--- config.mk ---
export PLATFORM = sky130hd
export DESIGN_NAME = mes_bcd_ctrl
export DESIGN_NICKNAME = d
export VERILOG_FILES = /design/src/rtl/mes_bcd_ctrl.sv
export SDC_FILE = /design/constraint.sdc
export NUM_CORES = 1
export LEC_CHECK = 0
export ABC_AREA = 1
export CELL_PAD_IN_SITES_DETAIL_PLACEMENT = 1
export CELL_PAD_IN_SITES_GLOBAL_PLACEMENT = 1
export CORE_ASPECT_RATIO = 0.6
export CORE_MARGIN = 2
export CORE_UTILIZATION = 37
export CTS_CLUSTER_DIAMETER = 100
export DETAILED_ROUTE_END_ITERATION = 6
export PLACE_DENSITY = 0.83
export SLEW_MARGIN = 40
export SYNTH_ARGS = -nofsm -noshare
export SYNTH_HDL_FRONTEND = slang
export SYNTH_SLANG_ARGS = --single-unit
export TNS_END_PERCENT = 1
--- constraint.sdc ---
create_clock -name clk -period 2.8 [get_ports clk]
set_input_delay 0.56 -clock clk [delete_from_list [all_inputs] [get_ports clk]]
set_output_delay 0.56 -clock clk [all_outputs]
set_load 0.05 [all_outputs]
--- src/rtl/mes_bcd_ctrl.sv ---
// Month register for the RTC date path: BCD month + binary index, user edit, write handshake.
// Optional write-abandon timeout enabled by defining MES_WR_TIMEOUT_EN.
module mes_bcd_ctrl #(
  parameter int unsigned TIMEOUT_CYC = 255
) (
  input  logic       clk,
  input  logic       rst_n,
  input  logic       load,
  input  logic [7:0] rtc_data_in,
  input  logic       edit_en,
  input  logic       btn_up,
  input  logic       btn_down,
  input  logic       wr_ack,
  output logic [7:0] mes_bcd,
  output logic [3:0] mes_idx,
  output logic       wr_req,
  output logic [7:0] wr_data,
  output logic       bcd_err,
  output logic       wr_timeout
);

  localparam logic [1:0] ST_IDLE  = 2'd0;
  localparam logic [1:0] ST_EDIT  = 2'd1;
  localparam logic [1:0] ST_WRITE = 2'd2;

  logic [1:0] state_q, state_d;
  logic [7:0] mes_bcd_q, mes_bcd_d;
  logic [3:0] mes_idx_q, mes_idx_d;
  logic       wr_req_q, wr_req_d;
  logic [7:0] wr_data_q, wr_data_d;
  logic       bcd_err_q, bcd_err_d;
  logic       dirty_q, dirty_d;
  logic [3:0] idx_up, idx_dn;

  function automatic logic bcd_valid(input logic [7:0] b);
    logic ok;
    ok = 1'b0;
    if (b[7:4] == 4'h0 && b[3:0] >= 4'h1 && b[3:0] <= 4'h9) ok = 1'b1;
    if (b[7:4] == 4'h1 && b[3:0] <= 4'h2) ok = 1'b1;
    return ok;
  endfunction

  // Caller guarantees a valid month; index = month - 1.
  function automatic logic [3:0] bcd_to_idx(input logic [7:0] b);
    logic [3:0] r;
    if (b[7:4] == 4'h1) r = 4'(b[3:0] + 4'd9);
    else                r = 4'(b[3:0] - 4'd1);
    return r;
  endfunction

  function automatic logic [7:0] idx_to_bcd(input logic [3:0] i);
    logic [7:0] r;
    if (i < 4'd9) r = {4'h0, 4'(i + 4'd1)};
    else          r = {4'h1, 4'(i - 4'd9)};
    return r;
  endfunction

  assign idx_up = (mes_idx_q >= 4'd11) ? 4'd0  : 4'(mes_idx_q + 4'd1);
  assign idx_dn = (mes_idx_q == 4'd0)  ? 4'd11 : 4'(mes_idx_q - 4'd1);

`ifdef MES_WR_TIMEOUT_EN
  logic [7:0] cnt_q, cnt_d;
  logic       wr_timeout_q, wr_timeout_d;
`endif

  always_comb begin
    state_d   = state_q;
    mes_bcd_d = mes_bcd_q;
    mes_idx_d = mes_idx_q;
    wr_req_d  = wr_req_q;
    wr_data_d = wr_data_q;
    bcd_err_d = bcd_err_q;
    dirty_d   = dirty_q;
`ifdef MES_WR_TIMEOUT_EN
    cnt_d        = cnt_q;
    wr_timeout_d = 1'b0;
`endif
    case (state_q)
      ST_IDLE: begin
        // A load in the same cycle as edit_en wins; EDIT follows next cycle.
        if (load) begin
          if (bcd_valid(rtc_data_in)) begin
            mes_bcd_d = rtc_data_in;
            mes_idx_d = bcd_to_idx(rtc_data_in);
            bcd_err_d = 1'b0;
          end else begin
            bcd_err_d = 1'b1;
          end
        end else if (edit_en) begin
          state_d = ST_EDIT;
          dirty_d = 1'b0;
        end
      end
      ST_EDIT: begin
        if (!edit_en) begin
          if (dirty_q) begin
            state_d   = ST_WRITE;
            wr_req_d  = 1'b1;
            wr_data_d = mes_bcd_q;
`ifdef MES_WR_TIMEOUT_EN
            cnt_d     = '0;
`endif
          end else begin
            state_d = ST_IDLE;
          end
        end else if (btn_up && !btn_down) begin
          mes_idx_d = idx_up;
          mes_bcd_d = idx_to_bcd(idx_up);
          dirty_d   = 1'b1;
        end else if (btn_down && !btn_up) begin
          mes_idx_d = idx_dn;
          mes_bcd_d = idx_to_bcd(idx_dn);
          dirty_d   = 1'b1;
        end
      end
      ST_WRITE: begin
        if (wr_ack) begin
          state_d  = ST_IDLE;
          wr_req_d = 1'b0;
`ifdef MES_WR_TIMEOUT_EN
        end else if (cnt_q == 8'(TIMEOUT_CYC - 1)) begin
          state_d      = ST_IDLE;
          wr_req_d     = 1'b0;
          wr_timeout_d = 1'b1;
        end else begin
          cnt_d = 8'(cnt_q + 8'd1);
`endif
        end
      end
      default: begin
        state_d  = ST_IDLE;
        wr_req_d = 1'b0;
      end
    endcase
  end

  always_ff @(posedge clk or negedge rst_n) begin
    if (!rst_n) begin
      state_q   <= ST_IDLE;
      mes_bcd_q <= 8'h01;
      mes_idx_q <= '0;
      wr_req_q  <= 1'b0;
      wr_data_q <= 8'h01;
      bcd_err_q <= 1'b0;
      dirty_q   <= 1'b0;
    end else begin
      state_q   <= state_d;
      mes_bcd_q <= mes_bcd_d;
      mes_idx_q <= mes_idx_d;
      wr_req_q  <= wr_req_d;
      wr_data_q <= wr_data_d;
      bcd_err_q <= bcd_err_d;
      dirty_q   <= dirty_d;
    end
  end

`ifdef MES_WR_TIMEOUT_EN
  always_ff @(posedge clk or negedge rst_n) begin
    if (!rst_n) begin
      cnt_q        <= '0;
      wr_timeout_q <= 1'b0;
    end else begin
      cnt_q        <= cnt_d;
      wr_timeout_q <= wr_timeout_d;
    end
  end
  assign wr_timeout = wr_timeout_q;
`else
  logic [31:0] unused_cfg;
  assign unused_cfg = 32'(TIMEOUT_CYC);
  assign wr_timeout = 1'b0;
`endif

  assign mes_bcd = mes_bcd_q;
  assign mes_idx = mes_idx_q;
  assign wr_req  = wr_req_q;
  assign wr_data = wr_data_q;
  assign bcd_err = bcd_err_q;

endmodule

### After elaboration in Yosys (flattened, before gate mapping)

Cells that the tools add are included.

* register bits after elaboration: 25
* bits of input ports: 15
* output and inout port bits: 23
* logic and storage cells: 90

* add/subtract/negate cells: 8
* $lt $le $gt $ge: 6
* equality and inequality tests: 12
* multiplexer cells: 38
* bitwise gates (word level): 2
* reduce and logical (&&, ||, !) cells: 17

Operator list (number)
* $mux 8: 5
* $mux 4: 8
* $ne 2x2->1 const B: 8
* $pmux 8 s2: 1
* $mux 1: 13
* $add 4x1->4 const B: 3
* $mux 2: 5
* $mux 5: 2
* $reduce_and 5->1: 2
* $logic_not 4->1: 2
* $lt 4x4->1 const B: 2
* $pmux 4 s2: 1
* $reduce_and 4->1: 2
* $sub 4x1->4 const B: 2
* $sub 4x4->4 const B: 2
* $pmux 2 s3: 1
* $logic_and 1x1->1: 5
* $add 4x4->4 const B: 1
* $eq 4x1->1 const B: 1
* $ge 4x1->1 const B: 1
* $ge 4x4->1 const B: 1
* $le 4x2->1 const B: 1
* $le 4x4->1 const B: 1
* $ne 3x3->1 const B: 1
* 10 further kinds: 12

### Depth between registers and ports, before layout

Gate-level depths: netlist of run 1.

* depth in word-level cells: 10
* mapped depth: 15
* depth with buffers taken out: 15

### Least setup slack after synthesis of run 1

Ideal clock, no wire load.

* path type: register to register
* start: reg mes_idx_q[0], in the netlist mes_idx[0]
* end: reg mes_bcd_q[2], in the netlist mes_bcd[2]
* library setup time: 118 ps
* data arrival time: 2332 ps
* required time: 2682 ps
* slack: 350 ps
* cell stages (with the launch flop): 15
* buffers on the path: 0
* period minus slack after synthesis: 2450 ps
* path through: dfrtp_1 -> inv_1 -> ha_1 -> inv_1 -> nor2_1 -> inv_1 -> ha_1 -> nand2_4 -> nand2_2 -> nand3_1 -> nand2_1 -> nor2_1 -> nand2_1 -> nand2_1 -> nand2_1

* longest elaborated chain between the ends: 8
* elaborated cells on any way between the ends: 18
* those cells by class: 6 x add/sub; 3 x order compare; 8 x mux; 1 x reduce/logical

RTL lines
* start, declared: RTL line 28 `logic [3:0] mes_idx_q, mes_idx_d;`
* start signal, assigned: RTL line 149 `mes_idx_q <= mes_idx_d;`
* $sub 4x1->4 or $logic_not 4->1 (tied branches): RTL line 59 `assign idx_dn = (mes_idx_q == 4'd0) ? 4'd11 : 4'(mes_idx_q - 4'd1);`
* $mux 4: RTL line 59
* $sub 4x4->4 (tied with other cells): RTL line 54 `else r = {4'h1, 4'(i - 4'd9)};`
* $mux 5: RTL line 53 `if (i < 4'd9) r = {4'h0, 4'(i + 4'd1)};`
* $mux 8: RTL line 110 `end else if (btn_down && !btn_up) begin`
* $mux 8 *: RTL line 106 `end else if (btn_up && !btn_down) begin`
* $mux 8 *: RTL line 95 `if (!edit_en) begin`
* $pmux 8 s2 *: RTL line 78 `case (state_q)`
* end signal, assigned: RTL line 148 `mes_bcd_q <= mes_bcd_d;`
* end, declared: RTL line 27 `logic [7:0] mes_bcd_q, mes_bcd_d;`

Mark *: on every way between the ends. The rest lies on a longest branch, timed or not. The select of a mux whose other input is x is not followed.
A chain may end at the register's enable or synchronous reset.

### Worst setup path in the final report of run 1

* start: reg mes_idx_q[1], in the netlist mes_idx[1]
* end: reg mes_bcd_q[2], in the netlist mes_bcd[2]

The elaborated chain is that of the path after synthesis.

==> results of run 1 <==
## layout make-up
type	instances	area (sq um)	share of cell area [%]
clock buffer	3	41.3	1.75
inverter	30	119	5.04
clock inverter	1	8.76	0.371
timing repair buffer	39	383	16.2
sequential	25	628	26.6
multi-input combinational	195	1100	46.5
tap	66	82.6	3.50
## tightest hold or removal path: cells and delay by family, from the launching register on
kind	cells	cell delay [ns]
simple gates	1	0.06
compound gates	1	0.06
flops	1	0.39
## per-layer routing
layer	routed length, um	part of all wire (%)
met3	223	4.5
met5	0	0
met1	2890	58
met2	1880	38
met4	8	0.16
## cells by family after synthesis
group | count (synthesis)
fa+ha+maj | 11
mux | 3
simple gates | 147
buf+inv | 36
flops | 25
other cells | 1
compound gates | 33
## state kept, by name, indices dropped and copies added (netlist names)
signal and flops:
mes_bcd 8, wr_data 8, dirty_q 1, mes_idx 4, bcd_err 1, state_q 2
wr_req 1
## power by group through the flow
stage | logic (mW) | clock network [mW] | registers (mW)
after floorplan | 1.19 | 0 | 1.03
after global placement | 2.06 | 0 | 0.650
after detailed placement | 2.09 | 0 | 0.653
after CTS | 2.11 | 0.235 | 0.651
after global routing | 2.32 | 0.244 | 0.673
final | 2.10 | 0.230 | 0.648
## worst max path at each step
| stage | from | end | slack (ns) | cells past startpoint |
|---|---|---|---|---|
| floorplan | mes_idx[0] | mes_bcd[2] | 0.35 | 14 |
| global placement | rtc_data_in[0] | mes_idx[0] | 0.40 | 12 |
| detailed placement | rtc_data_in[1] | mes_idx[0] | 0.32 | 12 |
| CTS | mes_idx[1] | mes_bcd[2] | 0.47 | 14 |
| global route | mes_idx[1] | mes_bcd[2] | 0.22 | 14 |
| finish | mes_idx[1] | mes_bcd[2] | 0.49 | 14 |
## cells in the final DEF, fill, tap and decap left out
cell             count
nand2_2              9
clkinv_2             1
nor3_1               1
buf_4                3
nand2_4              2
o21ai_1              1
nand2_1             70
dfrtp_1             23
o21a_1               2
inv_1               23
conb_1               1
nor3b_2              1
nor2_1              28
nand3b_2             1
o211ai_1             2
inv_6                2
or2_2                1
ha_1                11
o21ai_2              7
mux2_2               3
clkdlybuf4s50_1     36
nor2_8               1
nand3_1             15
nor2_2               3
inv_2                5
nor2_4               2
o21ai_0             17
a21oi_1              4
dfstp_2              2
nand3_2              5
nand3b_1             1
clkbuf_8             3
nand4_1              7
==> results.md, run 1 <==
- The global routing met1 resource utilization is 29.2%.
- The worst register-to-register path has a setup slack of 0.49 ns.
- The net count of the finished layout is 320.
- The depth of the worst register-to-register path is 14.
- The HPWL after detailed placement is 4030 um.
- For this design, the slowest cell found on the critical path is dfrtp_1.
- After layout, the minimum clock period comes to 2.31 ns.
- The area fraction in compound gates after synthesis is 10.5%.
- In this run the critical register-to-register path is launched from mes_idx[1].
- The remaining global-route overflow is 0.
- The number of enable-type register cells in the synthesized netlist is 0.
- On the worst path, the slowest cell contributes a delay of 0.45 ns.
- The number of global-route vias before repair is 1,728.
- At the end of the flow the core is filled with cells to 46.9%.
- The final critical-path share of the clock period is 82.6%.
- At the pin with the least slew margin, the transition time is 0.508 ns.
- After the first detailed-routing iteration, the DRC count stood at 85.
- The CTS tree is yes.
- Per report_power, the sequential group accounts for 21.8% of the total.
- The worst setup path is captured at a register.
- Row generation in the floorplan step produced 20 rows.
- Across every metal layer, demand over resource in global routing totals 18.5%.
- The main combinational cell family by area after synthesis is simple AND/OR/NAND/NOR gates.
- The count of mapped cells out of synthesis is 256.
- The initial antenna violation count is 0.
- In this run the number of H-tree levels came out at 1.
- The clock drives 25 sinks.
- For this design the static power due to leakage is 1.15 nW.
- The most frequently used flop master after synthesis is dfrtp_1.
- The number of top-level pins is 38.
- Counting tap cells, the placed design contains a total of 355 instances.
- The number of CTS-inserted buffers is 3.
- The floorplan step defined a core boundary enclosing 5030 sq um.
- Summing the areas of all xor and xnor instances in the mapped netlist gives 0% of the synthesized area.
- The cell-internal power is 1.31 mW.
- Setup violations remaining at the end of the flow were counted as 0.
- After Yosys synthesis, and, or, nand and nor cells account for 37.6% of the synthesized area.
- The setup total negative slack is 0 ns.
- Clock latency on the worst-skew pair, taken at its later pin, is 0.28 ns.
- The count of filler cells inserted in the layout is 639.
- Sorting the synthesized cells by how often they occur yields nand2_1, nor2_1, dfrtp_1, inv_1, o21ai_0.
- The power spent charging and discharging nets is 1.67 mW.
- The worst hold path passes through 2 cells.
- The max-capacitance violation count is 0.
- The number of buffers inserted to repair setup after CTS is 0.
- The worst hold path belongs to the class register to register.
- Traced cell by cell, the critical path runs through inv_1, ha_1, inv_1, nor2_1, inv_1, ha_1, nand2_4, nand2_2, nand3_1, nand2_1, nor2_1, nand2_1, nand2_1, nand2_1.
- In this run the worst path has a maximum fanout of 5.
- The path with the worst hold slack has its endpoint at wr_data[0].
- The share of synthesized area in the top cell type comes to 30.1%.
- The number of nets in the synthesized netlist is 282.
- The die is 59.7 um tall.
- After clock tree synthesis, the clock-pin slew on the worst setup and hold paths is 0.10 ns.
- The count of instances resized after the clock tree is built is 0.
- After synthesis, the cell types taking the most area are dfrtp_1, nand2_1, ha_1, nor2_1, inv_1.
- The end of the worst register-to-register path is mes_bcd[2].
- A synthesized cell averages 7.48 sq um.
- The number of distinct library cells after synthesis is 34.
- The wire length of the first global-routing pass is 8510 um.
- The run finished with clean final reports.
- The sequential fraction of the synthesis area is 32.8%.
- Dividing the detail-routed wire length by the instance count gives 13.9 um.
- The clock tree root buffer cell is clkbuf_8.
- The final layout contains routed wiring with a total length of 5000 um.
- Dividing total power by cell area gives a power density of 1260 nW/um^2.
- The share of layout cells above drive strength 1 is 17.4%.
- The fraction of power spent switching nets is 56.1%.
- The combinational share of power is 70.5%.
- The final number of hold-violating endpoints is 0.
- The antenna diode instance count is 0.
- The buffer depth of the longest clock path is 2.
- The number of search-and-repair iterations in the first detailed-routing pass is 4.
- The max-slew violation total from the final report came to 0.
- After routing the design area is 2360 sq um.
- Setup repair after global routing left no endpoint under its margin.
- The routing usage on met2 is 27.0%.
- The post-synthesis cell area is 1910 sq um.
- The number of hold buffers added after CTS was 0.
- The initial utilization of the core area, before any placement, comes to 38.1%.
- The share of async-settable or async-resettable flops after synthesis is 100%.
- The minimum hold slack is 0.498 ns.
- Entering global routing, the biggest net connects 26 pins.
- The critical path buffer and inverter count is 3.
- Timing would allow up to 0.432 GHz.
- The largest total area in the synthesized netlist belongs to dfrtp_1.
- The launch instance of the worst min-delay path is wr_data[0].
- For met3 alone, demand over resource in global routing was 3.74%.
- The placed instance area is 2310 sq um.
- Data on the critical path arrives at its endpoint at 2.48 ns.
- The adder-cell area share of the yosys netlist is 7.19%.
- In this run, synthesis produced a sequential element count of 25.
- By instance count, the cell type seen most on the critical path is nand2_1.
- Yosys instantiated no cell more often than nand2_1.
- In this run the horizontal extent of the chip is 96.9 um.
- The total number of yosys warnings is 0.
- STA puts the critical path data required time at 2.97 ns.
- The busiest layer in global routing is met1.
- In this design, the largest share of critical-path delay is due to simple AND/OR/NAND/NOR gates.
- Of the post-synthesis cell area, the part taken by muxes is 1.76%.
- The clock tree skew after final layout is 0.00609 ns.
- The nature of the critical path startpoint is a register.
- The clock network is responsible for 7.7% of the overall power.
- The total via count after detailed routing is 1,757.
- The post-route total power is 2.98 mW.
- The worst setup timing slack at the placement stage is 0.317 ns.
- The number of remaining DRC errors is 0.
- The critical path in this run is classified as register to register.
- The count of port buffers added during placement is 36.
- The worst setup margin is 0.487 ns.
- Dividing the detail-routed via count by the number of cells gives 4.89.
- The worst relative slew slack is 66.0%.
- The post-synthesis to final-layout area growth is 23.2%.
- The die covers 5780 sq um.
- The maximum vdd drop is 0.824 mV.
- The finished layout holds 359 standard cells, fillers aside.
- The global placer's final weighted congestion is 0.844.
- The number of nets with antenna violations after routing is 0.
No activity file was read; power rests on OpenSTA's default activity.
==> run 2: changes to the inputs <==
--- a/config.mk
+++ b/config.mk
@@ -10,10 +10,10 @@
 export CELL_PAD_IN_SITES_GLOBAL_PLACEMENT = 1
 export CORE_ASPECT_RATIO = 0.6
 export CORE_MARGIN = 2
-export CORE_UTILIZATION = 37
+export CORE_UTILIZATION = 34
 export CTS_CLUSTER_DIAMETER = 100
 export DETAILED_ROUTE_END_ITERATION = 6
-export PLACE_DENSITY = 0.83
+export PLACE_DENSITY = 0.81
 export SLEW_MARGIN = 40
 export SYNTH_ARGS = -nofsm -noshare
 export SYNTH_HDL_FRONTEND = slang
==> constraint.sdc (replaced) <==
create_clock -name clk -period 2 [get_ports clk]
set_input_delay 0.4 -clock clk [delete_from_list [all_inputs] [get_ports clk]]
set_output_delay 0.4 -clock clk [all_outputs]
set_load 0.05 [all_outputs]
==> results.md, run 2 (synthesis results as in run 1) <==
- The die footprint came to 6270 sq um (was 5780 sq um).
- The max-capacitance violation count is 0 (unchanged).
- The achievable clock frequency is 0.507 GHz (was 0.432 GHz).
- The worst setup margin came to 0.0274 ns (was 0.487 ns).
- Outcome: finished, final reports clean (unchanged).
- The insertion delay of the later-clocked pin in the worst-skew pair is 0.28 ns (about the same).
- The routed wirelength normalized by instance count is 14.5 um (was 13.9 um).
- The final number of hold-violating endpoints is 0 (unchanged).
- The number of stages on the worst setup path is 14 (unchanged).
- The core footprint is 5490 sq um (was 5030 sq um).
- The number of remaining DRC errors came to 0 (unchanged).
- The first element of the critical path was mes_idx[0] (was mes_idx[1]).
- The data required time of the worst path is 2.17 ns (was 2.97 ns).
- The pin slew with the least headroom to its limit is 0.511 ns (was 0.508 ns).
- The post-detailed-route via-to-cell ratio is 4.85 (was 4.89).
- The nature of the critical path startpoint is a register (unchanged).
- The number of global-route vias before repair was 1,912 (was 1,728).
- The clock tree skew after final layout came to 0.00514 ns (was 0.00609 ns).
- The most common cell after layout, fill and taps aside is nand2_1 (unchanged).
- The capture point of the worst path was mes_bcd[2] (unchanged).
- The final critical-path share of the clock period came to 98.6% (was 82.6%).
- The width of the chip is 101 um (was 96.9 um).
- The longest individual stage delay on the worst path is 0.52 ns (was 0.45 ns).
- The cell with the most instances on the worst path is nand2_1 (unchanged).
- The post-synthesis to final-layout area growth was 38.0% (was 23.2%).
- The end of the worst register-to-register path is mes_bcd[2] (unchanged).
- The buffer depth of the longest clock path is 2 (unchanged).
- The maximum level of the CTS H-tree is 1 (unchanged).
- The starting utilization of the core area is 34.9% (was 38.1%).
- The share of layout cells above drive strength 1 is 31.1% (was 17.4%).
- The time the final worst path needs with I/O delays and setup is 1.97 ns (was 2.31 ns).
- Critical Path, Cell by Cell: ha_4, o21ai_4, nand2_2, inv_1, ha_4, inv_1, nand4_1, nand2_1, nand3_2, nand2_1, nor2_1, nand2_1, nand2_1, nand2_1 (was inv_1, ha_1, inv_1, nor2_1, inv_1, ha_1, nand2_4, nand2_2, nand3_1, nand2_1, nor2_1, nand2_1, nand2_1, nand2_1).
- The endpoint kind of the worst setup timing path is a register (unchanged).
- The number of top-level pins was 38 (unchanged).
- The number of setup violations in the final report is 0 (unchanged).
- The minimum hold slack is 0.478 ns (was 0.498 ns).
- The clock transition at the register clock pins on the worst setup and hold paths after CTS is 0.09 ns (was 0.10 ns).
- The hold buffer count at cts was 0 (unchanged).
- The worst setup timing slack at the placement stage came to -0.319 ns (was 0.317 ns).
- The number of placement rows is 21 (was 20).
- The source of the worst register-to-register timing path was mes_idx[0] (was mes_idx[1]).
- The maximum net fanout on the critical path is 3 (was 5).
- The kind of critical path is register to register (unchanged).
- Leading cell types in the layout, fill and taps excluded: nand2_1, buf_4, clkdlybuf4s50_1 (was nand2_1, clkdlybuf4s50_1, nor2_1).
- The minimum setup slack among reg-to-reg paths is 0.03 ns (was 0.49 ns).
- The count of filler cells inserted in the layout is 696 (was 639).
- The number of CTS-inserted buffers is 3 (unchanged).
- The met3 demand-to-capacity share in global routing is 3.94% (was 3.74%).
- The max-slew violation total from the final report is 0 (unchanged).
- The depth of the worst register-to-register path is 14 (unchanged).
- The CTS sink count is 25 (unchanged).
- The y dimension of the die is 62.1 um (was 59.7 um).
- The total track usage is 18.8% (was 18.5%).
- The count of port buffers added during placement is 36 (unchanged).
- The worst relative slew slack was 65.8% (was 66.0%).
- The slowest cell on the critical path is dfrtp_4 (was dfrtp_1).
- The number of nets with antenna violations after routing is 0 (unchanged).
- The routing usage on met2 is 27.1% (was 27.0%).
- The antenna diode instance count is 0 (unchanged).
- The starting DRC count in detailed routing is 53 (was 85).
- The global placer's final weighted congestion is 0.778 (was 0.844).
- The CTS tree was yes (unchanged).
- The HPWL after detailed placement is 4430 um (was 4030 um).
- The clock tree root buffer cell is clkbuf_8 (unchanged).
- The overall routed net length was 5580 um (was 5000 um).
- The maximum vdd drop is 1.04 mV (was 0.824 mV).
- The wire length of the first global-routing pass is 9280 um (was 8510 um).
- The number of search-and-repair iterations in the first detailed-routing pass is 4 (unchanged).
- The pin count of the biggest net entering global routing is 26 (unchanged).
- The critical path arrival is 2.15 ns (was 2.48 ns).
- The initial antenna violation count is 0 (unchanged).
- The net count of the finished layout was 342 (was 320).
- The total via count after detailed routing is 1,864 (was 1,757).
- The cell area power density is 1800 nW/um^2 (was 1260 nW/um^2).
- RSZ-0062 raised after global routing: true (was false).
- The busiest layer in global routing is met1 (unchanged).
- The worst min-delay path category is primary input to asynchronous set/reset pin (was register to register).
- The critical path buffer and inverter count is 2 (was 3).
- The global routing met1 resource utilization is 28.4% (was 29.2%).
- The top cell family by delay on the critical path is simple AND/OR/NAND/NOR gates (unchanged).
- The remaining global-route overflow is 0 (unchanged).
- The leakage power came to 1.26 nW (was 1.15 nW).
run 2: changes by cell type in the layout (fill, tap and decap cells not counted), sizes merged:
cell	before	now
clkdlybuf4s50	36	29
dlygate4sd2	0	1
buf	3	31
run 2: final cells by class:
type                            count  area [sq um]  area share [%]
Multi-Input combinational cell    195          1210            45.9
Tap cell                           69          86.3            3.27
Sequential cell                    25           633            24.0
Inverter                           30           124            4.69
Timing Repair Buffer               61           536            20.3
Clock inverter                      1          8.76           0.331
Clock buffer                        3          41.3            1.56
run 2: worst min-delay path by stage:
stage | from | to | depth (start not counted)
final | rst_n | wr_data[4] | 2
after global routing | rst_n | wr_data[4] | 2
after CTS | rst_n | wr_data[5] | 2
after detailed placement | wr_data[0] | wr_data[0] | 2
after global placement | wr_data[0] | wr_data[0] | 2
after floorplan | rst_n | bcd_err | 0
run 2: what timing repair did:
item                                    CTS  global route
endpoints found under the hold margin     0             0
resized for setup                        10            17
endpoints found under the setup margin    5             7
pin swaps                                 5            10
setup buffers                             2             2
run 2: per-stage QoR:
| stage | total power, mW | instances | utilization (%) | instance area [sq um] | TNS [ns] |
|---|---|---|---|---|---|
| 2_1_floorplan | 3.16 | 256 | - | 1940 | 0 |
| 3_3_place_gp | 4.01 | 376 | 44.7 | 2450 | -1.38 |
| 3_5_place_dp | 4.08 | 376 | 44.7 | 2450 | -2.98 |
| 4_1_cts | 4.55 | 382 | 46.5 | 2550 | -0.0157 |
| 5_1_grt | 5.16 | 384 | 48.1 | 2640 | -0.294 |
| 6_report | 4.76 | 384 | 48.1 | 2640 | 0 |
run 2: routing by layer:
metal	vias to the layer above	wire (um)	share of wire [%]
li1	938	-	-
met3	7	314	5.6
met4	0	68	1.2
met1	877	2870	51
met5	-	0	0
met2	42	2330	42
run 2: power breakdown:
| group | internal [mW] | total, mW | switching [mW] |
|---|---|---|---|
| Clock | 0.146 | 0.323 | 0.177 |
| Sequential | 0.721 | 0.896 | 0.174 |
| Combinational | 1.32 | 3.54 | 2.22 |
| Total | 2.19 | 4.76 | 2.57 |
run 2: worst register-to-register path, stage by stage (launching register included):
cell and delay, ns:
dfrtp_4 0.52, ha_4 0.18, o21ai_4 0.16, nand2_2 0.12, inv_1 0.12, ha_4 0.14
inv_1 0.04, nand4_1 0.08, nand2_1 0.08, nand3_2 0.07, nand2_1 0.05, nor2_1 0.09
nand2_1 0.07, nand2_1 0.09, nand2_1 0.06
